[src/rtl/lane_game_ctrl.sv]
// Lane-crossing game logic: player lane, six wrapping obstacle blocks, hit/goal detection, turns and scores.
// Build option LANE_SPEED_VAR_EN: block k advances k pixels per tick instead of 1.
module lane_game_ctrl #(
    parameter int unsigned PLAYER_X   = 320,
    parameter int unsigned LANE_PITCH = 60,
    parameter int unsigned HIT_HALF   = 30,
    parameter int unsigned WIN_SCORE  = 10,
    parameter int unsigned SCREEN_W   = 640
) (
    input  logic        clk,
    input  logic        reset,
    input  logic        start,
    input  logic        move_tick,
    input  logic        btnU,
    input  logic        btnD,
    output logic [9:0]  Yposition_player,
    output logic [59:0] block_x,
    output logic [1:0]  state,
    output logic [3:0]  p1_score,
    output logic [3:0]  p2_score,
    output logic        hit,
    output logic        goal
);

    typedef enum logic [1:0] {
        StIdle  = 2'b00,
        StGame1 = 2'b01,
        StGame2 = 2'b10,
        StDone  = 2'b11
    } state_e;

    localparam logic [10:0] WinLo    = 11'(PLAYER_X - HIT_HALF);
    localparam logic [10:0] WinHi    = 11'(PLAYER_X + HIT_HALF);
    localparam logic [10:0] ScreenW  = 11'(SCREEN_W);
    localparam logic [3:0]  WinScore = 4'(WIN_SCORE);
    localparam logic [9:0]  Pitch    = 10'(LANE_PITCH);

    state_e            state_q, state_d;
    logic [2:0]        lane_q, lane_d;
    logic [9:0]        y_q, y_d;
    logic [5:0][9:0]   bx_q, bx_d;
    logic [3:0]        p1_q, p1_d, p2_q, p2_d;
    logic              hit_q, hit_d, goal_q, goal_d;
    logic              check_q, check_d;

    logic [9:0]        cur_x;
    logic              lane_blk, collide, at_goal;
    logic [3:0]        score_inc;

    function automatic logic [9:0] advance(input logic [9:0] x, input logic [10:0] step);
        logic [10:0] sum;
        sum = {1'b0, x} + step;
        return (sum >= ScreenW) ? 10'(sum - ScreenW) : sum[9:0];
    endfunction

    // Block under the player (only lanes 1..6 carry a block).
    always_comb begin
        cur_x    = '0;
        lane_blk = 1'b0;
        for (int k = 1; k <= 6; k++) begin
            if (lane_q == 3'(k)) begin
                cur_x    = bx_q[k-1];
                lane_blk = 1'b1;
            end
        end
    end

    assign collide   = lane_blk && ({1'b0, cur_x} > WinLo) && ({1'b0, cur_x} < WinHi);
    assign at_goal   = (lane_q == 3'd7);
    assign score_inc = ((state_q == StGame2) ? p2_q : p1_q) + 4'd1;

    // State register
    always_ff @(posedge clk) begin
        if (reset) begin
            state_q <= StIdle;
        end else begin
            state_q <= state_d;
        end
    end

    // Next-state logic
    always_comb begin
        state_d = state_q;
        case (state_q)
            StIdle: begin
                if (start) state_d = StGame1;
            end
            StGame1, StGame2: begin
                if (check_q) begin
                    if (collide) begin
                        state_d = (state_q == StGame1) ? StGame2 : StGame1;
                    end else if (at_goal && (score_inc == WinScore)) begin
                        state_d = StDone;
                    end
                end
            end
            default: state_d = state_q;
        endcase
    end

    // Datapath and pulse next values
    always_comb begin
        lane_d  = lane_q;
        bx_d    = bx_q;
        p1_d    = p1_q;
        p2_d    = p2_q;
        hit_d   = 1'b0;
        goal_d  = 1'b0;
        check_d = 1'b0;
        case (state_q)
            StIdle: begin
                if (start) begin
                    p1_d   = '0;
                    p2_d   = '0;
                    lane_d = '0;
                end
            end
            StGame1, StGame2: begin
                if (check_q) begin
                    // Ticks during the check cycle are dropped.
                    if (collide) begin
                        hit_d  = 1'b1;
                        lane_d = '0;
                    end else if (at_goal) begin
                        goal_d = 1'b1;
                        lane_d = '0;
                        if (state_q == StGame2) p2_d = score_inc;
                        else                    p1_d = score_inc;
                    end
                end else if (move_tick) begin
                    check_d = 1'b1;
                    for (int k = 0; k < 6; k++) begin
`ifdef LANE_SPEED_VAR_EN
                        bx_d[k] = advance(bx_q[k], 11'(k + 1));
`else
                        bx_d[k] = advance(bx_q[k], 11'd1);
`endif
                    end
                    if (btnD && !btnU) begin
                        lane_d = (lane_q == 3'd7) ? 3'd7 : lane_q + 3'd1;
                    end else if (btnU && !btnD) begin
                        lane_d = (lane_q == 3'd0) ? 3'd0 : lane_q - 3'd1;
                    end
                end
            end
            default: ;
        endcase
    end

    assign y_d = Pitch * {7'd0, lane_d};

    always_ff @(posedge clk) begin
        if (reset) begin
            lane_q  <= '0;
            y_q     <= '0;
            p1_q    <= '0;
            p2_q    <= '0;
            hit_q   <= 1'b0;
            goal_q  <= 1'b0;
            check_q <= 1'b0;
            for (int k = 0; k < 6; k++) begin
                bx_q[k] <= 10'(100 * k);
            end
        end else begin
            lane_q  <= lane_d;
            y_q     <= y_d;
            bx_q    <= bx_d;
            p1_q    <= p1_d;
            p2_q    <= p2_d;
            hit_q   <= hit_d;
            goal_q  <= goal_d;
            check_q <= check_d;
        end
    end

    assign Yposition_player = y_q;
    assign block_x          = bx_q;
    assign state            = state_q;
    assign p1_score         = p1_q;
    assign p2_score         = p2_q;
    assign hit              = hit_q;
    assign goal             = goal_q;

endmodule

[config.mk]
export PLATFORM = sky130hd
export DESIGN_NAME = lane_game_ctrl
export DESIGN_NICKNAME = d
export VERILOG_FILES = /design/src/rtl/lane_game_ctrl.sv
export SDC_FILE = /design/constraint.sdc
export NUM_CORES = 1
export LEC_CHECK = 0
export ABC_CLOCK_PERIOD_IN_PS = 3660
export CAP_MARGIN = 30
export CORE_MARGIN = 1.5
export CORE_UTILIZATION = 40
export CTS_CLUSTER_DIAMETER = 100
export DETAILED_ROUTE_END_ITERATION = 10
export HOLD_SLACK_MARGIN = 0.12
export SLEW_MARGIN = 20
export SYNTH_ARGS = -nofsm -noshare
export SYNTH_HDL_FRONTEND = slang
export SYNTH_SLANG_ARGS = --single-unit
[constraint.sdc]
create_clock -name clk -period 3.66 [get_ports clk]
set_input_delay 0.549 -clock clk [delete_from_list [all_inputs] [get_ports clk]]
set_output_delay 0.549 -clock clk [all_outputs]
set_load 0.01 [all_outputs]
==> run_results.csv, run 1 <==
group,metric,value,unit
sta,max_freq,0.260,GHz
clock_tree,cts_buffers,9,
final_layout,syn_to_final_growth,34.5,%
global_routing,grt_max_degree,33,
power,power.leakage,2.96,nW
critical_path,worstRegToRegCells,19,
critical_path,crit_arrival,4130,ps
final_layout,num-fill-cells,1369,
floorplanning,num_rows,44,
critical_path,crit_path_start,"lane_q[0]",
synthesis,synthCells,753,
critical_path,crit_slowest_cell,"fa_2",
floorplanning,die_area,0.0154,mm²
synthesis,yosysTopAreaCellShare,28.0,%
critical_path,path_cells,"inv_6, ha_4, buf_6, nor2b_1, a221o_1, a2bb2oi_4, xnor2_1, a41oi_2, buf_4, nand2_2, a21oi_2, nor2_1, fa_2, ha_4, inv_1, fa_2, nor2b_2, o21ai_1, a21oi_1",
power,ir_worst_vdd,0.250,mV
critical_path,max_stage_delay,600,ps
job,drv_cap,0,
clock_tree,htree_num_levels,3,
final_layout,fin_nets,937,
critical_path,critPathMaxFanout,8,
power,power_density,357,mW/mm²
critical_path,crit_type,"reg -> reg",
critical_path,r2r-start,"lane_q[0]",
global_routing,grt_use_total,22.7,%
critical_path,setup.worst_path.end_class,"register",
sta,period_needed,3850,ps
detailed_routing,drtIter0Drc,382,
global_routing,grt_pass1_vias,5546,
sta,fin_tns_setup,-665,ps
hold_path,holdCritPathClass,"reg -> reg",
synthesis,synth_common_cells,"82 x dfxtp_1, 71 x nor2_1, 67 x nand2_1",
place,hpwl,12.6,mm
critical_path,reg2reg_to,"Yposition_player[8]",
power,p_total,0.00281,W
run_status,status,"finished with violations",
sta,fin_skew,7.29,ps
clock_tree,clock_path_buffers,2,
detailed_routing,wirelength,17.4,mm
detailed_routing,dr.pass1.iters,5,
clock_tree,cts_tree,"built",
final_layout,fin_util,54.6,%
synthesis,ys.flop_type,"dfxtp_1",
synthesis,synth_area_leaders,"dfxtp_1 28%, ha_1 7.7%, a21oi_1 4.6%",
synthesis,synth_edf_count,0,
final_layout,fin_area,0.00788,mm²
run_status,violations,"setup timing",
global_routing,grt_overflow_total,0,
clock_tree,clkTransAtPathRegs,70,ps
sta,finalHoldViolCount,0,
clock_tree,clock_latency,340,ps
floorplanning,start_util,40.6,%
sta,worst_pin_slew,637,ps
place,gp_congestion,0.907,
synthesis,yosysSeqAreaShare,28.0,%
synthesis,yosys_warnings,0,
place,port_buffers,84,
sta,setup_violations,4,
detailed_routing,drt_drc_violations_left,0,
detailed_routing,viasPerCell,5.54,
synthesis,avgSynthCellArea,7.78,µm²
sta,grt_setup_unrepaired,"yes",
sta,finalCritPeriodShare,105,%
critical_path,cp.required,3940,ps
critical_path,cp-start-kind,"register",
detailed_routing,wl_per_cell,16.1,µm
synthesis,synth_area,0.00586,mm²
final_layout,drive_gt1_share,16.4,%
critical_path,rrSetupSlack,-190,ps
sta,layout_setup_ws,-190,ps
floorplanning,fp.coreArea,0.0144,mm²
clock_tree,cts_root_buf,"clkbuf_16",
synthesis,synth-seq-cells,82,
floorplanning,ioPinCount,88,
sta,relSlewSlack,57.5,%
detailed_routing,detail-route-antenna-nets,0,
critical_path,crit_path_end,"Yposition_player[8]",
floorplanning,die_x,124,µm
synthesis,yosysMostFrequentCell,"dfxtp_1",
synthesis,synthArstFlopShare,0,%
global_routing,antenna_found_initial,0,
place,dpl-instance-area,0.00741,mm²
clock_tree,cts_sinks,82,
synthesis,yosysTopAreaCell,"dfxtp_1",
global_routing,grt_pass1_wl,27.6,mm
detailed_routing,vias,5994,
sta,slew_violations,0,
floorplanning,die_h,124,µm
final_layout,diodes,0,
synthesis,synth_cell_types,78,
==> cells in the final DEF, fill, tap and decap left out, drive strengths merged, types with 5 or more instances in the layout <==
| cell type | count |
|---|---|
| buf | 86 |
| clkdlybuf4s50 | 83 |
| dfxtp | 82 |
| nor2 | 71 |
| nand2 | 69 |
| o21ai | 56 |
| a21oi | 54 |
| ha | 36 |
| inv | 33 |
| xor2 | 28 |
| xnor2 | 27 |
| nand3 | 26 |
| nor3 | 24 |
| nand4 | 20 |
| and2 | 14 |
| nor2b | 14 |
| and3 | 13 |
| clkbuf | 11 |
| or3 | 10 |
| nand2b | 9 |
| nor3b | 8 |
| o211ai | 8 |
| nand3b | 7 |
| mux2i | 6 |
| a31oi | 6 |
| a211oi | 6 |
| o221ai | 5 |
==> per-layer routing <==
layer	vias up	track usage (%)	part of all wire, %
met5	-	0	0
met4	0	7.03	1.4
met3	16	2.56	3.4
met2	130	39.5	50
met1	2881	29.2	45
li1	2967	-	-
==> how the worst min path moves through the flow <==
stage	startpoint	depth (start not counted)	endpoint
floorplan	p2_score[2]	2	p2_score[2]
global placement	p2_score[2]	2	p2_score[2]
detailed placement	p2_score[2]	2	p2_score[2]
CTS	p2_score[2]	2	p2_score[2]
global route	p2_score[2]	2	p2_score[2]
finish	p2_score[2]	2	p2_score[2]
==> timing repair <==
| action | in CTS | in global routing |
|---|---|---|
| setup endpoints to repair | 4 | 4 |
| resized for setup | 0 | 15 |
| buffers inserted | 1 | 9 |
| hold buffers | 0 | 0 |
| pin swaps | 2 | 12 |
==> power breakdown <==
| group | total, W | internal, W | switching, W |
|---|---|---|---|
| Combinational | 0.000810 | 0.000337 | 0.000473 |
| Sequential | 0.00100 | 0.000947 | 0.0000563 |
| Clock | 0.000998 | 0.000615 | 0.000383 |
==> state kept, by name, indices dropped and copies added, names as in the netlist <==
signal / flops
check_q: 1
Yposition_player: 6
hit: 1
block_x: 60
p1_score: 4
goal: 1
state: 2
p2_score: 4
lane_q: 3
==> layout make-up <==
class                           instances  area [µm²]  share of cell area (%)
Clock inverter                          5        76.3                   0.968
Timing Repair Buffer                  169        1520                    19.2
Tap cell                              184         230                    2.92
Inverter                               32         128                    1.62
Sequential cell                        82        1650                    20.9
Clock buffer                           11         243                    3.08
Multi-Input combinational cell        598        4040                    51.3
==> metrics by stage <==
stage	hold WS [ps]	instances	worst slack, ps
2_1_floorplan	488	755	-7.21
3_3_place_gp	469	1055	-112
3_5_place_dp	470	1055	-178
4_1_cts	486	1072	-167
5_1_grt	496	1081	-432
6_report	479	1081	-190
==> logic make-up (layout without fill, tap and decap cells) <==
group                      after synthesis  count (layout)  synth area share (%)
DFF                                     82              82                  28.0
adders and majority gates               39              39                  8.71
muxes                                    7               7                  1.22
other                                    1               3                0.0640
AOI/OAI and AO/OA                      188             188                  21.2
xor gates and xnor gates                55              55                  8.22
buffers and inverters                   75             217                  5.59
and+or+nand+nor                        306             306                  27.0
==> worst max-delay path: cells and delay by family (launching register included) <==
kind                     cells  cell delay (ps)
flip-flops                   1              370
AND/OR/NAND/NOR              4              370
AO/OA/AOI/OAI                6             1210
buffers and inverters        4              450
XOR/XNOR                     1               90
adder cells (fa/ha/maj)      4             1280
Power figures use the tool's default switching activity.
==> inputs of run 2 (changes only) <==
--- a/config.mk
+++ b/config.mk
@@ -9,6 +9,7 @@
 export CAP_MARGIN = 30
 export CORE_MARGIN = 1.5
 export CORE_UTILIZATION = 40
+export CTS_BUF_LIST = sky130_fd_sc_hd__clkbuf_4 sky130_fd_sc_hd__clkbuf_8 sky130_fd_sc_hd__clkbuf_16
 export CTS_CLUSTER_DIAMETER = 100
 export DETAILED_ROUTE_END_ITERATION = 10
 export HOLD_SLACK_MARGIN = 0.12
==> constraint.sdc (replaced) <==
create_clock -name clk -period 3.66 [get_ports clk]
set_input_delay 0.732 -clock clk [delete_from_list [all_inputs] [get_ports clk]]
set_output_delay 0.732 -clock clk [all_outputs]
set_load 0.01 [all_outputs]
==> run_results.csv, run 2 (same netlist as run 1, synthesis figures left out) <==
group,metric,value,unit
run_status,status,"finished with violations",
run_status,violations,"setup timing",
detailed_routing,wl_per_cell,15.9,µm
job,drv_cap,0,
detailed_routing,drt_drc_violations_left,0,
global_routing,grt_overflow_total,0,
clock_tree,hold_buffers,0,
critical_path,cp-start-kind,"register",
detailed_routing,viasPerCell,5.48,
clock_tree,htree_num_levels,3,
final_layout,final_common_cell,"clkdlybuf4s50_1",
clock_tree,cts_tree,"built",
global_routing,grt_pass1_wl,27.5,mm
sta,fin_skew,10.3,ps
place,port_buffers,84,
critical_path,r2r-start,"lane_q[1]",
critical_path,crit_arrival,4040,ps
floorplanning,fp.coreArea,0.0144,mm²
clock_tree,cts_buffers,9,
power,power_density,351,mW/mm²
sta,period_needed,3770,ps
place,gp_congestion,0.907,
final_layout,fin_util,54.1,%
detailed_routing,detail-route-antenna-nets,0,
clock_tree,clock_path_buffers,2,
hold_path,holdCritPathClass,"reg -> reg",
hold_path,hold_start,"p2_score[2]",
hold_path,whs_endpoint,"p2_score[2]",
clock_tree,cts_sinks,82,
sta,finalHoldViolCount,0,
critical_path,cp.required,3930,ps
critical_path,critPathMaxFanout,10,
global_routing,grt_pass1_vias,5595,
critical_path,worstRegToRegCells,17,
sta,worst_pin_slew,652,ps
critical_path,crit_type,"reg -> reg",
sta,slew_violations,0,
clock_tree,cts_root_buf,"clkbuf_16",
floorplanning,die_area,0.0154,mm²
final_layout,diodes,0,
detailed_routing,drtIter0Drc,391,
sta,max_freq,0.265,GHz
floorplanning,start_util,40.6,%
power,ir_worst_vdd,0.239,mV
clock_tree,clock_latency,350,ps
final_layout,regArea,0.00165,mm²
detailed_routing,dr.pass1.iters,5,
clock_tree,clkTransAtPathRegs,60,ps
detailed_routing,vias,5917,
floorplanning,die_x,124,µm
final_layout,multi_input_area,0.00403,mm²
sta,grt_setup_unrepaired,"yes",
sta,setup_violations,4,
global_routing,grt_max_degree,33,
critical_path,rrSetupSlack,-110,ps
sta,layout_setup_ws,-114,ps
sta,relSlewSlack,56.5,%
floorplanning,ioPinCount,88,
detailed_routing,wirelength,17.1,mm
floorplanning,die_h,124,µm
final_layout,drive_gt1_share,16.3,%
sta,fin_tns_setup,-311,ps
final_layout,syn_to_final_growth,33.2,%
final_layout,fin_nets,935,
floorplanning,num_rows,44,
global_routing,antenna_found_initial,0,
critical_path,setup.worst_path.end_class,"register",
hold_path,min_path_cells,2,
final_layout,final_cell_mix,"83 x clkdlybuf4s50_1, 81 x buf_4, 80 x dfxtp_1, 69 x nor2_1, 67 x nand2_1",
critical_path,reg2reg_to,"Yposition_player[8]",
final_layout,num-fill-cells,1398,
place,hpwl,12.5,mm
sta,finalCritPeriodShare,103,%
global_routing,grt_use_total,22.6,%
power,p_total,0.00274,W
final_layout,largest_register_ffs,60,
place,dp_slack,-241,ps
power,power.leakage,2.92,nW
==> run 2: worst max-delay path, stage by stage, from the launching register on <==
cell and delay [ps]:
dfxtp_4 390, inv_4 60, ha_4 190, buf_4 150, buf_4 120, nor4_1 300, o31ai_1 190, a2bb2oi_2 180
o41a_4 190, a2111oi_2 60, or3_4 390, fa_2 570, ha_2 180, inv_1 50, fa_2 340, nor2b_2 140
o21ai_1 70, a21oi_1 140
==> run 2: area by class of cell <==
type	instances	area share (%)
Inverter	32	1.60
Multi-Input combinational cell	598	51.6
Clock buffer	11	3.08
Timing Repair Buffer	167	18.9
Tap cell	184	2.95
Clock inverter	5	0.705
Sequential cell	82	21.1
==> run 2: metal layers <==
layer,routed length (µm),global-route usage (%),vias to the layer above
li1,-,-,2968
met5,0,0,-
met2,8430,39.6,123
met1,7910,29.1,2808
met3,548,2.52,18
met4,253,6.75,0
==> run 2: how the worst max path moves through the flow <==
| stage | from | end | slack [ps] | cells after the start |
|---|---|---|---|---|
| after floorplan | lane_q[0] | Yposition_player[7] | -7 | 16 |
| after global placement | btnU | Yposition_player[8] | -140 | 14 |
| after detailed placement | btnU | Yposition_player[8] | -240 | 14 |
| after CTS | lane_q[1] | Yposition_player[8] | -110 | 16 |
| after global routing | lane_q[1] | Yposition_player[7] | -280 | 16 |
| final | lane_q[1] | Yposition_player[8] | -110 | 17 |
==> run 2: power by group <==
| part | internal, W | switching (W) | leakage [nW] |
|---|---|---|---|
| sequential | 0.000948 | 0.0000596 | 0.665 |
| combinational | 0.000342 | 0.000469 | 2.12 |
| clock | 0.000542 | 0.000378 | 0.142 |
| total | 0.00183 | 0.000907 | 2.92 |
==> run 2: metrics by stage <==
step	std cells	hold slack, ps	cell area (µm²)
after floorplan	755	488	5960
final	1079	485	7810
after CTS	1075	487	7720
after global routing	1079	499	7810
after detailed placement	1059	475	7420
after global placement	1059	470	7420
==> run 2: what timing repair did <==
action                     in CTS  in global routing
setup endpoints to repair       4                  4
gates resized for setup         4                 13
pin swaps                       2                  3
buffers inserted                0                  4
hold endpoints to repair        0                  0
==> inputs of run 3 (changes only) <==
--- a/config.mk
+++ b/config.mk
@@ -7,12 +7,12 @@
 export LEC_CHECK = 0
 export ABC_CLOCK_PERIOD_IN_PS = 3660
 export CAP_MARGIN = 30
-export CORE_MARGIN = 1.5
-export CORE_UTILIZATION = 40
+export CORE_UTILIZATION = 42
 export CTS_BUF_LIST = sky130_fd_sc_hd__clkbuf_4 sky130_fd_sc_hd__clkbuf_8 sky130_fd_sc_hd__clkbuf_16
 export CTS_CLUSTER_DIAMETER = 100
 export DETAILED_ROUTE_END_ITERATION = 10
 export HOLD_SLACK_MARGIN = 0.12
+export PLACE_DENSITY = 0.67
 export SLEW_MARGIN = 20
 export SYNTH_ARGS = -nofsm -noshare
 export SYNTH_HDL_FRONTEND = slang
==> run_results.csv, run 3 (same netlist as run 1, synthesis figures left out) <==
group,metric,value,unit
run_status,status,"finished with violations",
clock_tree,cts_root_buf,"clkbuf_16",
power,ir_worst_vdd,0.329,mV
power,power.leakage,2.95,nW
detailed_routing,detail-route-antenna-nets,0,
global_routing,use_met2,41.5,%
sta,finalCritPeriodShare,106,%
sta,slew_violations,0,
power,p_total,0.00273,W
final_layout,fin_cells,1072,
critical_path,cp-start-kind,"register",
clock_tree,cts_sinks,82,
global_routing,grt_overflow_total,0,
final_layout,final_common_cell,"clkdlybuf4s50_1",
critical_path,crit_type,"reg -> reg",
detailed_routing,drt_drc_violations_left,0,
sta,grt_setup_unrepaired,"yes",
sta,relSlewSlack,46.9,%
global_routing,busiest_layer,"met2",
power,power_density,347,mW/mm²
final_layout,drive_gt1_share,16.6,%
sta,layout_setup_ws,-233,ps
sta,setup_violations,4,
final_layout,fin_nets,936,
clock_tree,clock_path_buffers,2,
detailed_routing,wl_per_cell,16.4,µm
place,dp_slack,-305,ps
final_layout,multi_input_area,0.00406,mm²
floorplanning,die_area,0.0144,mm²
clock_tree,clock_latency,350,ps
final_layout,regArea,0.00165,mm²
final_layout,largest_register_ffs,60,
sta,finalHoldViolCount,0,
final_layout,num-fill-cells,1221,
run_status,violations,"setup timing",
hold_path,holdCritPathClass,"reg -> reg",
floorplanning,fp.coreArea,0.0135,mm²
sta,worst_pin_slew,797,ps
detailed_routing,drtIter0Drc,505,
place,dp_cells,1047,
clock_tree,htree_num_levels,3,
clock_tree,hold_buffers,0,
detailed_routing,viasPerCell,5.75,
detailed_routing,dr.pass1.iters,5,
critical_path,cp.required,3870,ps
floorplanning,die_h,120,µm
detailed_routing,wirelength,17.6,mm
final_layout,syn_to_final_growth,34.0,%
place,port_buffers,84,
place,gp_congestion,0.906,
floorplanning,ioPinCount,88,
detailed_routing,vias,6162,
sta,fin_skew,3.75,ps
global_routing,grt_pass1_wl,28.6,mm
job,drv_cap,0,
global_routing,grt_max_degree,38,
critical_path,setup.worst_path.end_class,"register",
sta,period_needed,3890,ps
global_routing,grt_pass1_vias,5831,
final_layout,diodes,0,
floorplanning,die_x,120,µm
clock_tree,cts_tree,"built",
floorplanning,start_util,43.6,%
global_routing,use_met1,31.5,%
floorplanning,num_rows,42,
critical_path,crit_arrival,4100,ps
sta,max_freq,0.257,GHz
global_routing,antenna_found_initial,0,
place,hpwl,12.5,mm
critical_path,critPathMaxFanout,7,
final_layout,final_cell_mix,"83 x clkdlybuf4s50_1, 80 x dfxtp_1, 78 x buf_4, 69 x nor2_1, 67 x nand2_1",
global_routing,grt_use_total,24.8,%
final_layout,fin_util,58.4,%
global_routing,use_met3,5.09,%
clock_tree,clkTransAtPathRegs,60,ps
clock_tree,cts_buffers,9,
==> run 3: cell types whose count changed in the layout (fill, tap and decap cells not counted), moves of 3 or more <==
cell and change:
ha_4 +3, buf_4 -3, buf_6 +3, clkbuf_8 +3
o21ai_1 -4
==> run 3: what timing repair did <==
action / 4_1_cts / 5_1_grt
setup endpoints to repair: 4 / 4
resized for setup: 17 / 7
pin swaps: 17 / 13
endpoints found under the hold margin: 0 / 0
setup buffers: 9 / 0
==> run 3: power breakdown <==
group | total (W) | internal [W] | leakage [nW] | switching [W]
registers | 0.00101 | 0.000948 | 0.665 | 0.0000637
logic | 0.000819 | 0.000344 | 2.14 | 0.000476
clock network | 0.000896 | 0.000529 | 0.149 | 0.000368
total | 0.00273 | 0.00182 | 2.95 | 0.000907
==> run 3: routing by layer <==
metal | part of all wire, % | up-vias
met5 | 0 | -
met4 | 2.1 | 0
met3 | 4.7 | 30
met2 | 48 | 198
met1 | 45 | 2957
li1 | - | 2977
==> run 3: layout make-up <==
type / count / area share [%]
clock buffers: 14 / 3.58
clock inverters: 2 / 0.127
inverters: 32 / 1.59
multi-input cells: 598 / 51.7
flip-flops and latches: 82 / 21.0
well taps: 176 / 2.80
repair buffers: 168 / 19.2
==> run 3: metrics by stage <==
step / hold slack [ps] / area, µm² / setup TNS, ps
finish: 494 / 7860 / -814
global route: 529 / 7860 / -1380
CTS: 501 / 7830 / -582
detailed placement: 486 / 7380 / -846
global placement: 460 / 7380 / -314
floorplan: 488 / 5960 / -7.21
==> run 3: critical path, cell delays in order, from the launching register on <==
cell       delay (ps)
dfxtp_4           360
buf_12            130
ha_4              180
buf_6             140
buf_6             120
a21oi_2           110
o211ai_1          110
o221ai_2          230
o21ai_2            90
o41a_4            520
a2111oi_4         380
or3_4             200
fa_2              470
ha_4              230
a21o_1            160
a21oi_2           140
xor2_1            160
nor2_1             50
==> run 3: path summary, 6_finish.rpt <==
check         startpoint                  end  slack, ps  cells after the start
min          p2_score[2]          p2_score[2]        490                      2
min reg2reg  p2_score[2]          p2_score[2]        490                      2
max            lane_q[1]  Yposition_player[7]       -230                     17
max reg2reg    lane_q[1]  Yposition_player[7]       -230                     17
